`src/rtl/spi_hex_streamer_pkg.sv`:
```
// Shared text-rendering constants and FSM encoding for the SPI sniffer's character emitters.
package spi_hex_streamer_pkg;

   localparam logic [7:0] CHAR_SPACE     = 8'h20;
   localparam logic [7:0] CHAR_CR        = 8'h0D;
   localparam logic [7:0] CHAR_LF        = 8'h0A;
   localparam logic [7:0] HEX_DIGIT_BASE = 8'h30;
   localparam logic [7:0] HEX_ALPHA_BASE = 8'h37;

   typedef enum logic [2:0] {
      IDLE,
      HI,
      LO,
      SEP,
      CR,
      LF,
      GAP
   } state_e;

   // Uppercase ASCII for one nibble; the nibble is zero-extended before the add.
   function automatic logic [7:0] hex_char(input logic [3:0] nib);
      logic [7:0] ext;
      ext = {4'h0, nib};
      return (nib < 4'd10) ? (HEX_DIGIT_BASE + ext) : (HEX_ALPHA_BASE + ext);
   endfunction

endpackage

```
`src/rtl/spi_hex_streamer_if.sv`:
```
// Byte-in / character-out bundle between the SPI decoder, the hex streamer and the UART transmitter.
interface spi_hex_streamer_if #(
   parameter int DEPTH = 16
);
   localparam int LW = $clog2(DEPTH) + 1;

   logic          in_valid;
   logic [7:0]    in_data;
   logic          in_last;
   logic          in_ready;
   logic          tx_busy;
   logic          tx_start;
   logic [7:0]    tx_data;
   logic [LW-1:0] level;
   logic [7:0]    drop_cnt;

   modport master (
      output in_valid, in_data, in_last, tx_busy,
      input  in_ready, tx_start, tx_data, level, drop_cnt
   );

   modport slave (
      input  in_valid, in_data, in_last, tx_busy,
      output in_ready, tx_start, tx_data, level, drop_cnt
   );

endinterface

```
`src/rtl/spi_hex_streamer_sync_fifo.sv`:
```
// Single-clock FIFO with occupancy output; pointers carry one extra bit so full and empty stay distinct.
module sync_fifo #(
   parameter int WIDTH = 9,
   parameter int DEPTH = 16
) (
   input  logic                       clk,
   input  logic                       rst,
   input  logic                       push_i,
   input  logic [WIDTH-1:0]           din_i,
   input  logic                       pop_i,
   output logic [WIDTH-1:0]           dout_o,
   output logic                       full_o,
   output logic                       empty_o,
   output logic [$clog2(DEPTH):0]     level_o
);
   localparam int AW = $clog2(DEPTH);
   localparam logic [AW:0] FULL_LVL = (AW + 1)'(DEPTH);

   logic [WIDTH-1:0] mem_q [DEPTH];
   logic [AW:0]      wr_q, wr_d;
   logic [AW:0]      rd_q, rd_d;
   logic             do_push, do_pop;

   always_comb begin
      do_push = push_i && !full_o;
      do_pop  = pop_i && !empty_o;
      wr_d    = wr_q;
      rd_d    = rd_q;
      if (do_push) wr_d = wr_q + 1'b1;
      if (do_pop)  rd_d = rd_q + 1'b1;
   end

   always_ff @(posedge clk) begin
      if (rst) begin
         wr_q <= '0;
         rd_q <= '0;
      end else begin
         wr_q <= wr_d;
         rd_q <= rd_d;
      end
   end

   always_ff @(posedge clk) begin
      if (do_push) mem_q[wr_q[AW-1:0]] <= din_i;
   end

   assign level_o = wr_q - rd_q;
   assign full_o  = (level_o == FULL_LVL);
   assign empty_o = (wr_q == rd_q);
   assign dout_o  = mem_q[rd_q[AW-1:0]];

endmodule

```
`src/rtl/spi_hex_streamer.sv`:
```
// Buffers captured SPI bytes and streams them to the UART as "HH " text, ending lines with CR LF.
module spi_hex_streamer
   import spi_hex_streamer_pkg::*;
#(
   parameter int DEPTH          = 16,
   parameter int BYTES_PER_LINE = 16
) (
   input  logic               clk,
   input  logic               rst,
   spi_hex_streamer_if.slave  bus
);
   localparam int         LW       = $clog2(DEPTH) + 1;
   localparam logic [7:0] LAST_COL = 8'(BYTES_PER_LINE - 1);

   state_e        state_q, state_d;
   state_e        nxt_q, nxt_d;
   logic [7:0]    line_q, line_d;
   logic [7:0]    drop_q, drop_d;
   logic [7:0]    tx_data_q, tx_data_d;
   logic          tx_start_q, tx_start_d;
   logic [7:0]    byte_q;
   logic          last_q;
   logic          pop;
   logic [8:0]    fifo_dout;
   logic          fifo_full, fifo_empty;
   logic [LW-1:0] fifo_level;

   sync_fifo #(
      .WIDTH (9),
      .DEPTH (DEPTH)
   ) u_fifo (
      .clk     (clk),
      .rst     (rst),
      .push_i  (bus.in_valid),
      .din_i   ({bus.in_last, bus.in_data}),
      .pop_i   (pop),
      .dout_o  (fifo_dout),
      .full_o  (fifo_full),
      .empty_o (fifo_empty),
      .level_o (fifo_level)
   );

   always_comb begin
      drop_d = drop_q;
      if (bus.in_valid && fifo_full && (drop_q != 8'hFF)) drop_d = drop_q + 8'd1;
   end

   // Character states launch only when the transmitter is idle; GAP covers its one-cycle busy lag.
   always_comb begin
      state_d    = state_q;
      nxt_d      = nxt_q;
      line_d     = line_q;
      tx_start_d = 1'b0;
      tx_data_d  = tx_data_q;
      pop        = 1'b0;
      unique case (state_q)
         IDLE: begin
            if (!fifo_empty) begin
               pop     = 1'b1;
               state_d = HI;
            end
         end
         HI: begin
            if (!bus.tx_busy) begin
               tx_start_d = 1'b1;
               tx_data_d  = hex_char(byte_q[7:4]);
               nxt_d      = LO;
               state_d    = GAP;
            end
         end
         LO: begin
            if (!bus.tx_busy) begin
               tx_start_d = 1'b1;
               tx_data_d  = hex_char(byte_q[3:0]);
               nxt_d      = (!last_q && (line_q != LAST_COL)) ? SEP : CR;
               state_d    = GAP;
            end
         end
         SEP: begin
            if (!bus.tx_busy) begin
               tx_start_d = 1'b1;
               tx_data_d  = CHAR_SPACE;
               line_d     = line_q + 8'd1;
               nxt_d      = IDLE;
               state_d    = GAP;
            end
         end
         CR: begin
            if (!bus.tx_busy) begin
               tx_start_d = 1'b1;
               tx_data_d  = CHAR_CR;
               line_d     = 8'd0;
               nxt_d      = LF;
               state_d    = GAP;
            end
         end
         LF: begin
            if (!bus.tx_busy) begin
               tx_start_d = 1'b1;
               tx_data_d  = CHAR_LF;
               nxt_d      = IDLE;
               state_d    = GAP;
            end
         end
         GAP:     state_d = nxt_q;
         default: state_d = IDLE;
      endcase
   end

   always_ff @(posedge clk) begin
      if (rst) begin
         state_q    <= IDLE;
         nxt_q      <= IDLE;
         line_q     <= 8'd0;
         drop_q     <= 8'd0;
         tx_start_q <= 1'b0;
         tx_data_q  <= CHAR_SPACE;
      end else begin
         state_q    <= state_d;
         nxt_q      <= nxt_d;
         line_q     <= line_d;
         drop_q     <= drop_d;
         tx_start_q <= tx_start_d;
         tx_data_q  <= tx_data_d;
      end
   end

   always_ff @(posedge clk) begin
      if (pop) {last_q, byte_q} <= fifo_dout;
   end

   assign bus.in_ready = !fifo_full;
   assign bus.tx_start = tx_start_q;
   assign bus.tx_data  = tx_data_q;
   assign bus.level    = fifo_level;
   assign bus.drop_cnt = drop_q;

endmodule

```
`src/flat_wrapper.sv`:
```
// flat-port wrapper written by rule: the top's interface ports become plain ports
module spi_hex_streamer_flat import spi_hex_streamer_pkg::*;
#(
   parameter int DEPTH          = 16,
   parameter int BYTES_PER_LINE = 16
)
  (clk, rst, bus_in_valid, bus_in_data, bus_in_last, bus_tx_busy, bus_in_ready, bus_tx_start, bus_tx_data, bus_level, bus_drop_cnt);
  spi_hex_streamer_if #(.DEPTH(DEPTH)) bus_i ();
  input  logic clk;
  input  logic rst;
  input wire logic [$bits(bus_i.in_valid)-1:0] bus_in_valid;
  input wire logic [$bits(bus_i.in_data)-1:0] bus_in_data;
  input wire logic [$bits(bus_i.in_last)-1:0] bus_in_last;
  input wire logic [$bits(bus_i.tx_busy)-1:0] bus_tx_busy;
  output wire logic [$bits(bus_i.in_ready)-1:0] bus_in_ready;
  output wire logic [$bits(bus_i.tx_start)-1:0] bus_tx_start;
  output wire logic [$bits(bus_i.tx_data)-1:0] bus_tx_data;
  output wire logic [$bits(bus_i.level)-1:0] bus_level;
  output wire logic [$bits(bus_i.drop_cnt)-1:0] bus_drop_cnt;
  assign bus_i.in_valid = bus_in_valid;
  assign bus_i.in_data = bus_in_data;
  assign bus_i.in_last = bus_in_last;
  assign bus_i.tx_busy = bus_tx_busy;
  assign bus_in_ready = bus_i.in_ready;
  assign bus_tx_start = bus_i.tx_start;
  assign bus_tx_data = bus_i.tx_data;
  assign bus_level = bus_i.level;
  assign bus_drop_cnt = bus_i.drop_cnt;
  spi_hex_streamer #(.DEPTH(DEPTH), .BYTES_PER_LINE(BYTES_PER_LINE)) u_core (.clk(clk), .rst(rst), .bus(bus_i));
endmodule
```
`config.mk`:
```
export PLATFORM = sky130hd
export DESIGN_NAME = spi_hex_streamer_flat
export DESIGN_NICKNAME = d
export VERILOG_FILES = /design/src/rtl/spi_hex_streamer_pkg.sv /design/src/rtl/spi_hex_streamer_if.sv /design/src/rtl/spi_hex_streamer_sync_fifo.sv /design/src/rtl/spi_hex_streamer.sv /design/src/flat_wrapper.sv
export SDC_FILE = /design/constraint.sdc
export NUM_CORES = 1
export LEC_CHECK = 0
export BUFFER_PORTS_ARGS = -buffer_cell sky130_fd_sc_hd__buf_2
export CAP_MARGIN = 20
export CORE_MARGIN = 2
export CORE_UTILIZATION = 64
export CTS_BUF_LIST = sky130_fd_sc_hd__clkbuf_4 sky130_fd_sc_hd__clkbuf_8
export DETAILED_ROUTE_END_ITERATION = 7
export PLACE_DENSITY = 0.83
export SYNTH_ARGS = -nofsm -noshare
export SYNTH_HDL_FRONTEND = slang
export SYNTH_HIERARCHICAL = 1
export SYNTH_SLANG_ARGS = --single-unit
export TNS_END_PERCENT = 10
```
`constraint.sdc`:
```
create_clock -name clk -period 3.8 [get_ports clk]
set_input_delay 0.57 -clock clk [delete_from_list [all_inputs] [get_ports clk]]
set_output_delay 0.57 -clock clk [all_outputs]
set_load 0.02 [all_outputs]
```
# After elaboration in Yosys (flattened, before gate mapping)
# Memory sizes are Yosys's and may differ from the RTL's. A register that Yosys moved wholly into a read port is not among the register bits.
# Cells that the tools add are included.
# totals
regBits	41
mem_bits_rw	144
wordCells	83
n_memories	1
# mem_list
memory	depth	width	read_ports	rd_clocked_by_memory_dff	wr	line_no	text
u_core.u_fifo.mem_q	16	9	1	1	1	spi_hex_streamer_sync_fifo.sv:19	logic [WIDTH-1:0] mem_q [DEPTH];
# op_classes
add_sub_neg	9
n_lt_le_gt_ge	2
n_eq_ne	18
mux	25
bitwise	1
reduce_logical	19
# op_table
cell	n
$mux W8	9
$pmux W8 S5	1
$add A6 B4 Y7 const A	4
$mux W3	7
$add A8 B1 Y8 const B	2
$ne A2 B2 Y1 const B	8
$pmux W8 S2	1
$pmux W3 S4	1
$add A5 B1 Y5 const B	2
$eq A3 B3 Y1 const B	3
$pmux W3 S3	1
$lt A4 B4 Y1 const B	2
$ne A8 B4 Y1 const B	1
$ne A8 B8 Y1 const B	1
$eq A3 B2 Y1 const B	2
$reduce_and A6 Y1	1
$eq A5 B5 Y1	1
$eq A5 B5 Y1 const B	1
$logic_and A1 B1 Y1	5
$mux W1	5
$reduce_and A5 Y1	1
$reduce_bool A5 Y1	1
$reduce_or A5 Y1	1
$sub A5 B5 Y5	1
other kinds (9)	12

# Logic depth before layout (Yosys ltp)
# Gate-level depths: netlist of the first run.
# logic_depth
ltp_word	6
ltp_mapped	11
mapped_depth_nobuf	11

# Modules after synthesis
# Netlist of the first run, hierarchy kept.
# by_module_without_submodules
mod	instances	cells_each	area_per_inst_um2	seq_area_each_um2
sync_fifo	1	304	6466.2	4604.4
spi_hex_streamer	1	223	2052.0	870.8

# Worst setup path after synthesis of the first run
# No wires, ideal clock.
# synth_timing
path_kind	reg-to-reg
startpoint	register u_core.u_fifo.wr_q[0]
endpoint	register with a tool-made name
setup_ns	0.132
arrival_ns	2.839
required_time_ns	3.668
path_slack_ns	0.829
stages_incl_launch_ff	10
synth_period_minus_slack_ns	2.971
path_cell_list	dfxtp_1 -> inv_1 -> ha_1 -> and4_1 -> and2_1 -> nor4_1 -> nor2b_1 -> nand4_1 -> xnor2_1 -> nor2_1
# synth_rtl
item	line_no	text
start, declared	spi_hex_streamer_sync_fifo.sv:20	logic [AW:0] wr_q, wr_d;
start signal, assigned	spi_hex_streamer_sync_fifo.sv:38	wr_q <= wr_d;

# Final worst setup path of the first run
# layout_timing
startpoint	register u_core.u_fifo.wr_q[0]
endpoint	output port bus_in_ready
# layout_via
elab_chain_cells	3
# layout_lines
item	line_no	text
$sub A5 B5 Y5	spi_hex_streamer_sync_fifo.sv:47	assign level_o = wr_q - rd_q;
$eq A5 B5 Y1	spi_hex_streamer_sync_fifo.sv:48	assign full_o = (level_o == FULL_LVL);
via u_core.fifo_full	spi_hex_streamer.sv:25	logic fifo_full, fifo_empty;
$logic_not A1 Y1	spi_hex_streamer.sv:132	assign bus.in_ready = !fifo_full;
end, declared	flat_wrapper.sv:15	output wire logic [$bits(bus_i.in_ready)-1:0] bus_in_ready;
# The timed path passes the listed nets, and every way through them passes these cells.

==> flow_summary.toml, run 1 <==
[worst_setup_path]
required_ps = 3230
timing_worst_setup_path_type = "reg2out"
crit_arrival_ps = 2800
endpoint_kind = "output pin"
cp-start-kind = "flop"
crit_fanout = 5

[global_route]
grt_overflow_total = 0
grt_use_total_pct = 25.6
antenna_found_initial = 2
grt_pass1_wl_mm = 26.3
grt_max_degree = 39
grt_pass1_vias = 4720

[clocking]
postCtsSetupRepairBufs = 0
clk_latency_ps = 480
clkSinkCount = 197
root_buffer = "clkbuf_8"
cts_tree = "done"
postCtsHoldBufs = 0
post_cts_resized = 0
numCtsBuffers = 17
cts.path.max_buffers = 2
clkTransAtPathRegs_ps = 110
htree_num_levels = 4

[sta]
hold_viol = 0
fin_setup_tns_ps = 0
final-setup-viol-count = 0
timing.final.crit_share_pct = 88.7
fin_crit_ps = 3370
rsz0062_at_grt = "no"
slew-limit-headroom_pct = 48.7
fin_worst_skew_ps = 13.8
worst_slew_pin_slew_ps = 767
drv_slew = 0
fmax_ghz = 0.297

[synth]
synth_area_per_cell_sq_um = 16.2
ys_types = 60
syn-cell-area_sq_um = 8520
syn_nets = 554
synthCells = 527
async_reset_ff_share_pct = 0
synth_edf_count = 153
ys_seq_area_share_pct = 64.3
ys.flop_type = "edfxtp_1"
synth_seq_cells = 197
yosysWarningCount = 6

[floorplan]
dieArea_sq_um = 14200
start_util_pct = 64.8
coreArea_sq_um = 13100
rows = 42
fp.dieH_um = 119
ios = 36
dieWidth_um = 119

[route]
drc = 0
vias = 4730
vias_per_cell = 6.32
avgRoutedWirePerCell_um = 22.7
drt-total-wl_mm = 17.0
drtIter0Drc = 470
firstDrtPassIters = 5
ant_nets = 0

[place]
portBuffers = 34
placed_cells = 715
gp_congestion = 0.839
detailed_place_hpwl_mm = 11.2

[cells_and_area]
drive_above_1_share_pct = 17.7
area_delta_synth_final_pct = 8.37
final_common_cell = "edfxtp_1"
fin_cells = 748
nets = 585
num-fill-cells = 823
layout_common_cells = "edfxtp_1, nor2_1, dfxtp_1"

[flow_run]
cap_viol_max_count = 0

[power]
p_leak_nw = 3.15
power_density_nw_per_um2 = 605
vdd_drop_max_mv = 0.412

[min_path]
hp-class = "reg2reg"

[outcome]
outcome = "complete, no violations"
[routing by layer]
metal  track usage [%]  vias up  share of wire (%)
met5                 0        -              0.065
met4              9.56        2                2.4
met3              6.90       34                6.7
met2              43.1      201                 51
met1              32.1     2360                 39
li1                  -     2133                  -
[worst paths after layout]
check	startpoint	to	slack, ps	cells past startpoint
worst max-delay path	u_core/u_fifo/wr_q[0]	bus_in_ready	430	9
worst min register to register	u_core/bus.tx_data[2]	u_core/bus.tx_data[2]	480	1
worst min-delay path	u_core/bus.tx_data[2]	u_core/bus.tx_data[2]	480	1
worst max register to register	u_core/u_fifo/wr_q[0]	u_core/u_fifo/mem_q[1][1]	540	9
[registers in the layout (all words and copies together) (netlist names), named ones only]
register / count
u_core/byte_q: 8
u_core/nxt_q: 3
u_core/u_fifo/mem_q: 144
u_core/bus.tx_data: 7
u_core/bus.drop_cnt: 8
u_core/bus.tx_start: 1
u_core/line_q: 8
u_core/u_fifo/wr_q: 5
u_core/state_q: 3
u_core/last_q: 1
u_core/u_fifo/rd_q: 5
[logic make-up (layout without fill, tap and decap cells)]
kind of cell / after synthesis / in the layout / synth area share [%]
buf+inv: 46 / 90 / 2.81
fa+ha+maj: 14 / 14 / 2.14
other cells: 1 / 2 / 0.0440
mux: 51 / 51 / 14.0
compound gates: 60 / 60 / 5.88
simple gates: 133 / 133 / 8.08
flops: 197 / 197 / 64.3
xor+xnor: 25 / 25 / 2.75
[worst max-delay path, cell delays in order, from the launching register on]
cell      delay, ps
dfxtp_1         440
inv_1           120
ha_1            240
fa_1            400
nand2b_1        160
a21oi_1         230
xnor2_2         150
nor3_1          340
inv_1            70
buf_2           160
[where the power goes]
group          switching, mW  internal [mW]  total [mW]
Sequential             0.217           2.52        2.74
Clock                  0.797          0.626        1.42
Combinational          0.786          0.637        1.42
Total                   1.80           3.78        5.58
[cell type report]
type	instances	area (sq um)	area share [%]
Multi-Input combinational cell	284	2810	30.4
Clock buffer	17	234	2.53
Timing Repair Buffer	39	208	2.25
Antenna cell	1	2.50	0.0271
Sequential cell	197	5480	59.3
Clock inverter	15	209	2.26
Inverter	19	71.3	0.773
Tap cell	176	220	2.39
[synth_stat cells (all sizes together) (4+ instances only)]
| cell | count | share of area [%] |
|---|---|---|
| a31oi | 4 | 0.47 |
| a211oi | 9 | 0.79 |
| a21o | 4 | 0.35 |
| o21ai | 10 | 0.59 |
| nand3 | 7 | 0.41 |
| mux4 | 45 | 13 |
| edfxtp | 153 | 54 |
| buf | 16 | 1.5 |
| and3 | 16 | 1.2 |
| nand4 | 4 | 0.29 |
| ha | 13 | 1.9 |
| nor4 | 7 | 0.51 |
| xnor2 | 18 | 2.0 |
| nor2b | 9 | 0.66 |
| nor3 | 11 | 0.65 |
| xor2 | 7 | 0.72 |
| mux2i | 5 | 0.59 |
| nand2 | 14 | 0.62 |
| inv | 19 | 0.84 |
| dfxtp | 44 | 10 |
| clkbuf | 11 | 0.48 |
| nor2 | 46 | 2.0 |
| nand2b | 4 | 0.29 |
| a21oi | 13 | 0.81 |
[metrics by stage]
stage          setup slack (ps)  area [sq um]  utilization, %  hold slack (ps)  power, mW
6_report                    430          9230            70.3              477       5.58
5_1_grt                     249          9230            70.2              472       5.82
4_1_cts                     421          9230            70.2              459       5.60
3_5_place_dp                588          8790            66.9              452       4.19
3_3_place_gp                787          8790            66.9              437       4.12
2_1_floorplan               829          8520               -              464       3.84
Power figures use the tool's default switching activity.
==> run 2, diff against run 1 <==
--- a/config.mk
+++ b/config.mk
@@ -5,13 +5,14 @@
 export SDC_FILE = /design/constraint.sdc
 export NUM_CORES = 1
 export LEC_CHECK = 0
-export BUFFER_PORTS_ARGS = -buffer_cell sky130_fd_sc_hd__buf_2
 export CAP_MARGIN = 20
 export CORE_MARGIN = 2
-export CORE_UTILIZATION = 64
+export CORE_UTILIZATION = 65
 export CTS_BUF_LIST = sky130_fd_sc_hd__clkbuf_4 sky130_fd_sc_hd__clkbuf_8
 export DETAILED_ROUTE_END_ITERATION = 7
-export PLACE_DENSITY = 0.83
+export DONT_BUFFER_PORTS = 1
+export PLACE_DENSITY = 0.82
+export RECOVER_POWER = 25
 export SYNTH_ARGS = -nofsm -noshare
 export SYNTH_HDL_FRONTEND = slang
 export SYNTH_HIERARCHICAL = 1
==> run 2 against run 1 <==
Net effect: sequential share of layout area is 1.4 points higher; largest power group unchanged; final cell count is 4.9% lower; die area is 1.5% lower; hold slack worse by 300 ps.
==> flow_summary.toml, run 2 (synthesis results as in run 1) <==
[place]
gp_congestion = 0.857
portBuffers = 0
detailed_place_hpwl_mm = 10.7
placed_cells = 679
dp_slack_ps = 480
detailed_place.area_sq_um = 8630

[clocking]
cts.path.max_buffers = 2
htree_num_levels = 4
cts_tree = "done"
clk_latency_ps = 460
postCtsHoldBufs = 0
post_cts_resized = 0
clkTransAtPathRegs_ps = 100
clkSinkCount = 197
postCtsSetupRepairBufs = 0
numCtsBuffers = 17
root_buffer = "clkbuf_8"

[min_path]
hold_end = "u_core/u_fifo/wr_q[4]"
hold_start = "rst"
whs_path_depth = 1
hp-class = "in2reg"

[floorplan]
coreArea_sq_um = 12700
start_util_pct = 67.0
dieArea_sq_um = 14000
dieWidth_um = 118
fp.dieH_um = 118
ios = 36
rows = 41

[global_route]
antenna_found_initial = 0
grt_pass1_vias = 4534
grt_pass1_wl_mm = 25.4
grt_max_degree = 39
grt_overflow_total = 0
grt_use_total_pct = 24.6

[route]
drt-total-wl_mm = 16.1
drtIter0Drc = 552
vias = 4598
firstDrtPassIters = 5
ant_nets = 0
avgRoutedWirePerCell_um = 22.7
drc = 0
vias_per_cell = 6.47

[cells_and_area]
largest_register_ffs = 144
fin_cells = 711
nets = 553
area_delta_synth_final_pct = 5.89
diodes = 0
final_util_pct = 70.9
final_common_cell = "edfxtp_1"
layout_common_cells = "edfxtp_1, nor2_1, dfxtp_1"
design_area_sq_um = 9020
drive_above_1_share_pct = 12.8

[worst_setup_path]
timing_worst_setup_path_type = "reg2out"
reg2regPathDepth = 9
cp-start-kind = "flop"
crit_fanout = 5
slowest_stage = "dfxtp_1"
critPathMaxStageDelay_ps = 420
path_cells = "inv_1 -> ha_1 -> fa_1 -> xnor2_1 -> buf_4 -> or3_4 -> nor3_1 -> inv_1"
crit_arrival_ps = 2770
reg2reg_slack_ps = 470
r2r-start = "u_core/u_fifo/wr_q[0]"
required_ps = 3230
endpoint_kind = "output pin"
cp_common_cell = "inv_1"
r2r_end = "u_core/u_fifo/mem_q[5][2]"

[power]
p_leak_nw = 2.99
vdd_drop_max_mv = 0.371
total_power_mw = 5.39
power_density_nw_per_um2 = 597

[sta]
final-setup-viol-count = 0
fmax_ghz = 0.299
setup_ws_ps = 460
fin_crit_ps = 3340
slew-limit-headroom_pct = 43.2
fin_worst_skew_ps = 12.3
hold_ws_ps = 174
fin_setup_tns_ps = 0
worst_slew_pin_slew_ps = 849
hold_viol = 0
rsz0062_at_grt = "no"
timing.final.crit_share_pct = 87.9
drv_slew = 0

[flow_run]
cap_viol_max_count = 0

[outcome]
outcome = "complete, no violations"
[run 2: layout make-up]
type,count,area [sq um]
clock buffers,22,284
clock inverters,10,110
fillers,831,3700
inverters,19,71.3
multi-input cells,284,2810
flip-flops and latches,197,5480
well taps,172,215
repair buffers,7,52.6
[run 2: how the worst max path moves through the flow]
stage                                      from                         to  slack [ps]  cells past startpoint
after detailed placement  u_core/u_fifo/wr_q[0]  u_core/u_fifo/mem_q[0][0]         480                      9
after global placement    u_core/u_fifo/wr_q[0]     u_core/bus.drop_cnt[7]         650                     11
after floorplan           u_core/u_fifo/wr_q[0]                       flop         830                      9
after CTS                 u_core/u_fifo/wr_q[0]               bus_in_ready         420                      8
after global routing      u_core/u_fifo/wr_q[0]               bus_in_ready         230                      8
final                     u_core/u_fifo/wr_q[0]               bus_in_ready         460                      8
[run 2: critical path, delay by kind of cell, from the launching register on]
kind          cells  cell delay [ps]
simple gates      2              650
fa+ha+maj         2              630
buf+inv           3              470
flops             1              420
xor+xnor          1              140
[run 2: where the power goes]
group          total [mW]  switching, mW  internal, mW
Sequential           2.76          0.237          2.52
Clock                1.32          0.728         0.596
Combinational        1.31          0.705         0.600
[run 2: metal layers]
layer / track usage [%] / vias up / part of all wire, %
li1: - / 2073 / -
met1: 32.7 / 2298 / 41
met2: 40.2 / 210 / 51
met3: 6.56 / 17 / 6.5
met4: 7.44 / 0 / 1.6
met5: 0 / - / 0
==> run 3, diff against run 2 <==
--- a/config.mk
+++ b/config.mk
@@ -13,6 +13,7 @@
 export DONT_BUFFER_PORTS = 1
 export PLACE_DENSITY = 0.82
 export RECOVER_POWER = 25
+export REMOVE_ABC_BUFFERS = 1
 export SYNTH_ARGS = -nofsm -noshare
 export SYNTH_HDL_FRONTEND = slang
 export SYNTH_HIERARCHICAL = 1
==> run 3 against run 2 <==
Net effect: flip-flop and latch count did not move; worst setup slack improved by 57 ps; non-clock buffer count down 3; total power down 0.87%; critical path type is now reg2reg; critical endpoint is now u_core/u_fifo/mem_q[0][0]; highest routed layer unchanged.
==> flow_summary.toml, run 3 (synthesis results as in run 1) <==
[place]
detailed_place_hpwl_mm = 11.0
placed_cells = 676
gp_congestion = 0.845
portBuffers = 0

[sta]
fin_worst_skew_ps = 15.5
final-setup-viol-count = 0
slew-limit-headroom_pct = 28.2
hold_viol = 0
timing.final.crit_share_pct = 86.4
fmax_ghz = 0.305
rsz0062_at_grt = "no"
fin_setup_tns_ps = 0
worst_slew_pin_slew_ps = 1080
drv_slew = 0
hold_ws_ps = 168
fin_crit_ps = 3280

[floorplan]
rows = 41
fp.dieH_um = 118
dieArea_sq_um = 14000
ios = 36
start_util_pct = 67.0
coreArea_sq_um = 12700
dieWidth_um = 118

[route]
avgRoutedWirePerCell_um = 23.3
drtIter0Drc = 531
vias = 4592
firstDrtPassIters = 5
drt-total-wl_mm = 16.4
vias_per_cell = 6.50
drc = 0
ant_nets = 0

[worst_setup_path]
timing_worst_setup_path_type = "reg2reg"
reg2reg_slack_ps = 520
crit_fanout = 15
reg2regPathDepth = 9
critPathMaxStageDelay_ps = 560
required_ps = 3910
endpoint_kind = "flop"
r2r-start = "u_core/u_fifo/wr_q[0]"
cp-start-kind = "flop"
slowest_stage = "and3_1"
crit_arrival_ps = 3400
path_cells = "inv_1 -> ha_1 -> fa_1 -> nand2b_1 -> a21oi_1 -> xnor2_2 -> inv_2 -> a31oi_4 -> and3_1"
r2r_end = "u_core/u_fifo/mem_q[0][0]"

[global_route]
grt_max_degree = 39
grt_pass1_wl_mm = 25.5
grt_use_total_pct = 24.9
grt_overflow_total = 0
antenna_found_initial = 0
grt_pass1_vias = 4545

[cells_and_area]
nets = 550
layout_common_cells = "edfxtp_1, nor2_1, dfxtp_1"
drive_above_1_share_pct = 11.8
largest_register_ffs = 144
num-fill-cells = 837
fin_cells = 707
diodes = 0
area_delta_synth_final_pct = 5.38
final_common_cell = "edfxtp_1"

[power]
seqPwrFrac_pct = 52.9
vdd_drop_max_mv = 0.383
pwr-share-clk_pct = 24.0
intPower_mw = 3.65
pwr-share-comb_pct = 23.1
p_leak_nw = 2.95
power_density_nw_per_um2 = 595
switching_share_pct = 31.7
p_switching_mw = 1.69

[clocking]
cts.path.max_buffers = 2
cts_tree = "done"
htree_num_levels = 4
clkTransAtPathRegs_ps = 100
clkSinkCount = 197
numCtsBuffers = 17
postCtsSetupRepairBufs = 0
post_cts_resized = 0
postCtsHoldBufs = 0
root_buffer = "clkbuf_8"
clk_latency_ps = 470

[flow_run]
cap_viol_max_count = 0

[outcome]
outcome = "complete, no violations"

[min_path]
hold_start = "rst"
hp-class = "in2reg"
whs_path_depth = 1
## run 3: through the flow
step                area (sq um)  worst slack, ps  util [%]  total power, mW
global route                8980              293      70.6             5.57
CTS                         8980              498      70.6             5.36
floorplan                   8350              836         -             3.74
detailed placement          8600              551      67.6             4.09
finish                      8980              517      70.6             5.34
global placement            8600              687      67.6             4.03
## run 3: worst max-delay path by stage
stage / startpoint / end / slack, ps / cells past startpoint
6_report: u_core/u_fifo/wr_q[0] / u_core/u_fifo/mem_q[0][0] / 520 / 9
3_5_place_dp: u_core/u_fifo/wr_q[0] / u_core/u_fifo/mem_q[0][6] / 550 / 9
5_1_grt: u_core/u_fifo/wr_q[0] / u_core/bus.drop_cnt[7] / 290 / 11
2_1_floorplan: u_core/u_fifo/wr_q[0] / u_core/bus.drop_cnt[7] / 840 / 10
3_3_place_gp: u_core/u_fifo/wr_q[0] / u_core/bus.drop_cnt[7] / 690 / 11
4_1_cts: u_core/u_fifo/wr_q[0] / bus_in_ready / 500 / 8
## run 3: worst max-delay path: cells and delay by family (launching register included)
| family | cells | cell delay [ps] |
|---|---|---|
| xor gates and xnor gates | 1 | 190 |
| AOI/OAI and AO/OA | 2 | 700 |
| DFF | 1 | 430 |
| adders and majority gates | 2 | 620 |
| and+or+nand+nor | 2 | 720 |
| buffers and inverters | 2 | 280 |
## run 3: routing by layer
layer / vias to the layer above / track usage, % / wire length (um)
met5: - / 0 / 0
met1: 2318 / 33.6 / 6800
met3: 29 / 6.42 / 1010
met4: 0 / 9.15 / 348
li1: 2063 / - / -
met2: 182 / 39.7 / 8290
## run 3: cell type report
cell class	instances	area (sq um)	share of cell area [%]
sequential	197	5480	61.0
multi-input combinational	284	2810	31.3
clock buffer	17	234	2.61
tap	172	215	2.40
clock inverter	14	139	1.55
inverter	19	71.3	0.795
timing repair buffer	4	30.0	0.335
## run 3: power by group through the flow
stage	logic (mW)	registers (mW)	clock network, mW
after floorplan	0.946	2.79	0
after global placement	1.17	2.85	0
after detailed placement	1.22	2.87	0
after CTS	1.23	2.82	1.30
after global routing	1.33	2.86	1.38
final	1.23	2.82	1.28
